## src/rtl/double_buffered_register_bank.sv

```systemverilog
// Two-bank register file: writes go to the shadow bank, reads come from the active bank.
// Read latency 1 cycle; no backpressure. Bank exchange is requested any time, taken only on frame_sync.
module double_buffered_register_bank #(
    parameter int WIDTH      = 8,
    parameter int DEPTH      = 16,
    parameter int ADDR_WIDTH = 4
) (
    input  logic                  clk,
    input  logic                  reset_n,
    input  logic                  write_enable,
    input  logic [ADDR_WIDTH-1:0] write_addr,
    input  logic [WIDTH-1:0]      write_mask,
    input  logic [WIDTH-1:0]      d,
    input  logic [ADDR_WIDTH-1:0] read_addr,
    output logic [WIDTH-1:0]      q,
    input  logic                  swap_request,
    input  logic                  frame_sync,
    output logic                  swap_pending,
    output logic                  active_bank
);

    localparam logic [ADDR_WIDTH:0] DEPTH_W = DEPTH[ADDR_WIDTH:0];

    logic [WIDTH-1:0] mem_q [2][DEPTH];
    logic [WIDTH-1:0] q_q, q_d;
    logic             active_q, active_d;
    logic             pending_q, pending_d;
    logic             shadow_bank;
    logic             swap_take;
    logic             wr_ok;
    logic             rd_ok;

    always_comb begin
        shadow_bank = ~active_q;
        swap_take   = frame_sync & (pending_q | swap_request);
        active_d    = active_q ^ swap_take;
        // A request arriving together with the taken swap is consumed by it.
        pending_d   = swap_take ? 1'b0 : (pending_q | swap_request);
        wr_ok       = write_enable & ({1'b0, write_addr} < DEPTH_W);
        rd_ok       = {1'b0, read_addr} < DEPTH_W;
        q_d         = '0;
        if (rd_ok) begin
            q_d = mem_q[active_q][read_addr];
        end
    end

    always_ff @(posedge clk) begin
        if (!reset_n) begin
            q_q       <= '0;
            active_q  <= 1'b0;
            pending_q <= 1'b0;
            for (int b = 0; b < 2; b++) begin
                for (int i = 0; i < DEPTH; i++) begin
                    mem_q[b][i] <= '0;
                end
            end
        end else begin
            q_q       <= q_d;
            active_q  <= active_d;
            pending_q <= pending_d;
            // Shadow index uses the pre-swap bank, so a write in the swap cycle becomes visible afterwards.
            if (wr_ok) begin
                mem_q[shadow_bank][write_addr] <=
                    (mem_q[shadow_bank][write_addr] & ~write_mask) | (d & write_mask);
            end
        end
    end

    assign q            = q_q;
    assign swap_pending = pending_q;
    assign active_bank  = active_q;

endmodule

```

## config.mk

```make
export PLATFORM = sky130hd
export DESIGN_NAME = double_buffered_register_bank
export DESIGN_NICKNAME = d
export VERILOG_FILES = /design/src/rtl/double_buffered_register_bank.sv
export SDC_FILE = /design/constraint.sdc
export NUM_CORES = 1
export LEC_CHECK = 0
export BUFFER_PORTS_ARGS = -buffer_cell sky130_fd_sc_hd__buf_4
export CORE_ASPECT_RATIO = 1.5
export CORE_UTILIZATION = 35
export CTS_CLUSTER_DIAMETER = 60
export DETAILED_ROUTE_END_ITERATION = 12
export PLACE_DENSITY = 0.48
export SLEW_MARGIN = 20
export SYNTH_ARGS = -nofsm -noshare
export SYNTH_HDL_FRONTEND = slang
export SYNTH_SLANG_ARGS = --single-unit
```

## constraint.sdc

```tcl
create_clock -name clk -period 2.7 [get_ports clk]
set_clock_uncertainty 0.15 [all_clocks]
set_input_delay 0 -clock clk [delete_from_list [all_inputs] [get_ports clk]]
set_output_delay 0 -clock clk [all_outputs]
set_load 0.1 [all_outputs]
```

# == Word level (Yosys, flattened, before mapping) ==
# Memories as Yosys holds them, arrays and structs flattened. A register that Yosys moved wholly into a read port is not among the register bits.
# Cells that the tools add are included.
# classes
reduce_logical,3
mux,16
n_bitwise,11
order_cmp,3
# ops
op,n
$mux W128,3
$reduce_or A128 Y1,1
$bmux W8 S4,2
$mux W8,5
$demux W8 S4,1
$and A8 B8 Y8,2
$ge A5 B5 Y1 const B,2
$not A4 Y5,2
$not A8 Y8,1
$or A8 B8 Y8,1
$lt A5 B1 Y1 const B,1
$mux W1,5
$not A1 Y1,2
$reduce_or A2 Y1,1
$and A1 B1 Y1,1
$logic_and A1 B1 Y1,1
$or A1 B1 Y1,1
$xor A1 B1 Y1,1
# word_totals
mem_bits_rw,256
input_bits,29
out_inout_bits,10
register_bits,10
mem_count,1
# mem_list
memory,depth,word_bits,rd,rd_clocked_by_memory_dff,write_ports,line,source
mem_q,2,128,2,1,2,24,logic [WIDTH-1:0] mem_q [2][DEPTH];

# == Logic depth before layout (Yosys ltp) ==
# depth
depth_word,8
depth_mapped,9
depth_no_buf,5

# == Least setup slack after synthesis ==
# Ideal clock, no wire load.
# synth_timing
path_kind,reg2reg
start,register active_q (netlist: active_bank)
end,"memory mem_q[0][100] in the netlist's numbering, enable pin"
stages_incl_launch_ff,9
period_less_slack_ns,3.279
setup_ns,0.384
arrival_time_ns,2.745
slack_ns,-0.579
path_cell_list,dfxtp_1 buf_6 buf_6 buf_6 and3_1 buf_2 nand2_1 clkbuf_1 o21ai_0
# synth_lines
item,line,source
"start, declared",26,"logic active_q, active_d;"
"start signal, assigned",59,active_q <= active_d;
"end, declared",24,

==> out/metrics.csv <==
metric;value;unit
f_max;381;MHz
Layout area overhead;19.3;%
sink of the worst hold path;mem_q[0][59]$_SDFFCE_PN0P_;
arrival time worst endpoint;2930;ps
RePlAce Congestion;0.837;
via count of the first global-routing pass;10068;
CTS tree;yes;
post-detailed-route wirelength per cell;30.0;um
number of hold-slack violations in the final timing report;0;
Metal-1 WL;18.1;mm
uppermost metal layer occupied by signal nets;met4;
number of cell rows;89;
hpwl dp;34.4;mm
EDFF count, synth;256;
IO Count;39;
width of the die;166;um
yosys synthesis warning count;0;
worst setup path category;reg2reg;
post-route standard cell area excluding fillers;16900;sq um
Post-Syn Area;14200;sq um
Port Buffers;38;
Cell Chain, Critical Path;buf_12 -> mux4_2 -> nor2b_1 -> a2111oi_1 -> a21oi_1 -> and3_1;
final worst-path cycle share;97.3;%
number of setup violations in the final report;0;
count of distinct cell types in the synthesized netlist;40;
required time reported for the critical path endpoint;3000;ps
worst r2r dst;q[0]$_SDFF_PN0_;
antenna violations before repair;0;
wire length after detailed routing;48.5;mm
min cycle time layout;2630;ps
setup TNS after final layout;0;ps
final-report max-slew violation count;0;
R2R depth;6;
worst hold start;d[3];
buffer levels on the longest clock path;3;
mux contribution to synthesized area;22.0;%
worst max-slew margin expressed relative to the limit;23.8;%
sequential cell area fraction in the yosys report;55.8;%
worst stage delay on the critical path;660;ps
net count of the mapped netlist;996;
cell area reported after detailed placement;15800;sq um
actual transition at the worst max-transition pin;1140;ps
post-synthesis xor/xnor area fraction;0.0618;%
length of the first detailed-routing pass in iterations;5;
prevailing post-synth register cell;edfxtp_1;
slack of the worst reg-to-reg path;70;ps
overall overflow remaining after global route;0;
remaining routing DRC violations;0;
fin util;42.7;%
length of routed met3 wiring;1.86;mm
type of the tightest min-delay check;in2reg;
most frequent standard cell in the layout excluding fill and tap cells;edfxtp_1;
simple logic cell fraction of the synthesized area;8.01;%
largest net degree at the start of global routing;46;
number of antenna-violating nets in the routed design;0;
clock insertion delay at the later pin of the skew report;560;ps
critical path launch point type;flip-flop;
initial core utilization;35.8;%
total die area;41300;sq um
CTS root buf;clkbuf_16;
Synth Register Bits;267;
diode insertion count for antenna repair;0;
total clock buffers created by CTS;26;
adder-cell area share of the yosys netlist;0;%
Worst Path Max Fanout;19;
critical path endpoint category;flip-flop;
gate count after technology mapping;967;
Core Footprint;39600;sq um
clock-pin transition on the worst setup and hold timing paths;70;ps
total track usage;23.6;%
complex-gate fraction of the synthesized area;9.54;%
detail-routed via count per cell;5.96;
clock tree sinks;267;
worst supply voltage drop on vdd;0.354;mV
category of cells accounting for the largest share of critical-path delay;compound AO/OA/AOI/OAI gates;
WP buf/inv;1;
leakage power figure;5.84;nW
number of levels in the clock H-tree;1;
Avg Synthesized Cell Area;14.7;sq um
die height;248;um
Maximum Capacitance Violations;0;
hold-critical path depth;4;
power density normalized to cell area;630;nW/um^2
async set-or-reset flop fraction in the synthesized netlist;0;%
global-route wire length before repair;70.2;mm
number of vias after detailed routing;9623;
net count of the finished layout;1124;
Iteration-0 DRC Markers;752;
dominant combinational cell family by area after synthesis;multiplexers;
leading cell types in the layout, fill and taps excluded;edfxtp_1, buf_4, mux2_1, mux4_2, o22ai_1;
outcome;completed;
layout cells sized above 1;33.1;%
master of the slowest instance on the critical path;a2111oi_1;
amount of wire on met2 after detailed routing;26.1;mm
cell usage after synthesis, types with 4 or more instances:
cell type	count	area, sq um
a2111oi_0	8	70.1
a2111oi_1	8	80.1
a211oi_1	16	120
a21oi_1	10	50.1
a31oi_1	8	50.1
a41oi_4	7	193
and2_1	6	37.5
and3_1	9	56.3
buf_1	10	37.5
buf_2	24	120
buf_4	7	52.6
buf_6	20	225
clkbuf_1	37	139
dfxtp_1	11	220
edfxtp_1	256	7690
inv_1	9	33.8
mux2_1	80	901
mux2_2	12	135
mux2_4	21	315
mux2i_1	28	280
mux4_2	66	1490
nand2_1	23	86.3
nand2b_1	4	25.0
nor2_1	11	41.3
nor2b_1	21	131
nor3_1	56	280
nor4_1	56	350
nor4_2	7	87.6
o21ai_0	32	160
o21ai_1	12	60.1
o21ai_2	19	166
o22ai_1	62	388
timing repair:
action,in CTS,in global routing
hold buffers,19,0
endpoints found under the setup margin,0,79
setup buffers,0,1
gates resized for setup,0,9
hold endpoints to repair,135,0
flip-flops by register name (all words and copies together) (netlist names), named ones only:
register and count:
active_bank 1, mem_q 256, q 8, swap_pending 1
worst max path at each step:
| stage | start | end | slack [ps] | depth (start not counted) |
|---|---|---|---|---|
| 6_report | flip-flop | q[0]$_SDFF_PN0_ | 70 | 6 |
| 5_1_grt | active_bank$_SDFF_PN0_ | mem_q[1][51]$_DFFE_PP_ | -0.0004 | 7 |
| 4_1_cts | flip-flop | q[0]$_SDFF_PN0_ | 4 | 6 |
| 3_5_place_dp | flip-flop | q[0]$_SDFF_PN0_ | 8 | 6 |
| 3_3_place_gp | flip-flop | q[4]$_SDFF_PN0_ | 3 | 6 |
| 2_1_floorplan | active_bank$_SDFF_PN0_ | mem_q[1][0]$_DFFE_PP_ | 90 | 9 |
cell families after synthesis:
family,Yosys count
flip-flops,267
buffers and inverters,110
AND/OR/NAND/NOR,199
XOR/XNOR,1
AO/OA/AOI/OAI,183
multiplexers,207
final cells by class:
| cell class | instances | area, sq um |
|---|---|---|
| fillers | 3687 | 22700 |
| flip-flops and latches | 267 | 7920 |
| multi-input cells | 590 | 5650 |
| repair buffers | 201 | 1780 |
| clock buffers | 35 | 746 |
| well taps | 500 | 626 |
| clock inverters | 13 | 168 |
| inverters | 9 | 33.8 |
stage by stage:
step                      setup slack (ps)  power (W)  hold slack [ps]  cells
after CTS                             4.18     0.0107             6.50   1614
final                                 73.4     0.0107             25.8   1615
after global routing             -0.000444     0.0110             51.1   1615
after global placement                2.99    0.00676             22.6   1547
after floorplan                       92.3    0.00609            -73.9    967
after detailed placement              8.10    0.00676             27.0   1547
report_power, final:
| part | leakage, nW | internal (W) | switching (W) |
|---|---|---|---|
| logic | 2.66 | 0.000762 | 0.00106 |
| registers | 2.74 | 0.00477 | 0.000125 |
| clock network | 0.446 | 0.00232 | 0.00162 |
| total | 5.84 | 0.00785 | 0.00280 |
worst register-to-register path, cell delays in order, from the launching register on:
cell and delay (ps):
dfxtp_4 470, buf_12 240, mux4_2 550, nor2b_1 140, a2111oi_1 660, a21oi_1 90
and3_1 230
metal layers:
metal | vias up | global-route usage [%]
li1 | 4217 | -
met1 | 4989 | 27.2
met4 | 0 | 11.2
met2 | 308 | 43.8
met5 | - | 0
met3 | 109 | 2.04
Power figures use the tool's default switching activity.
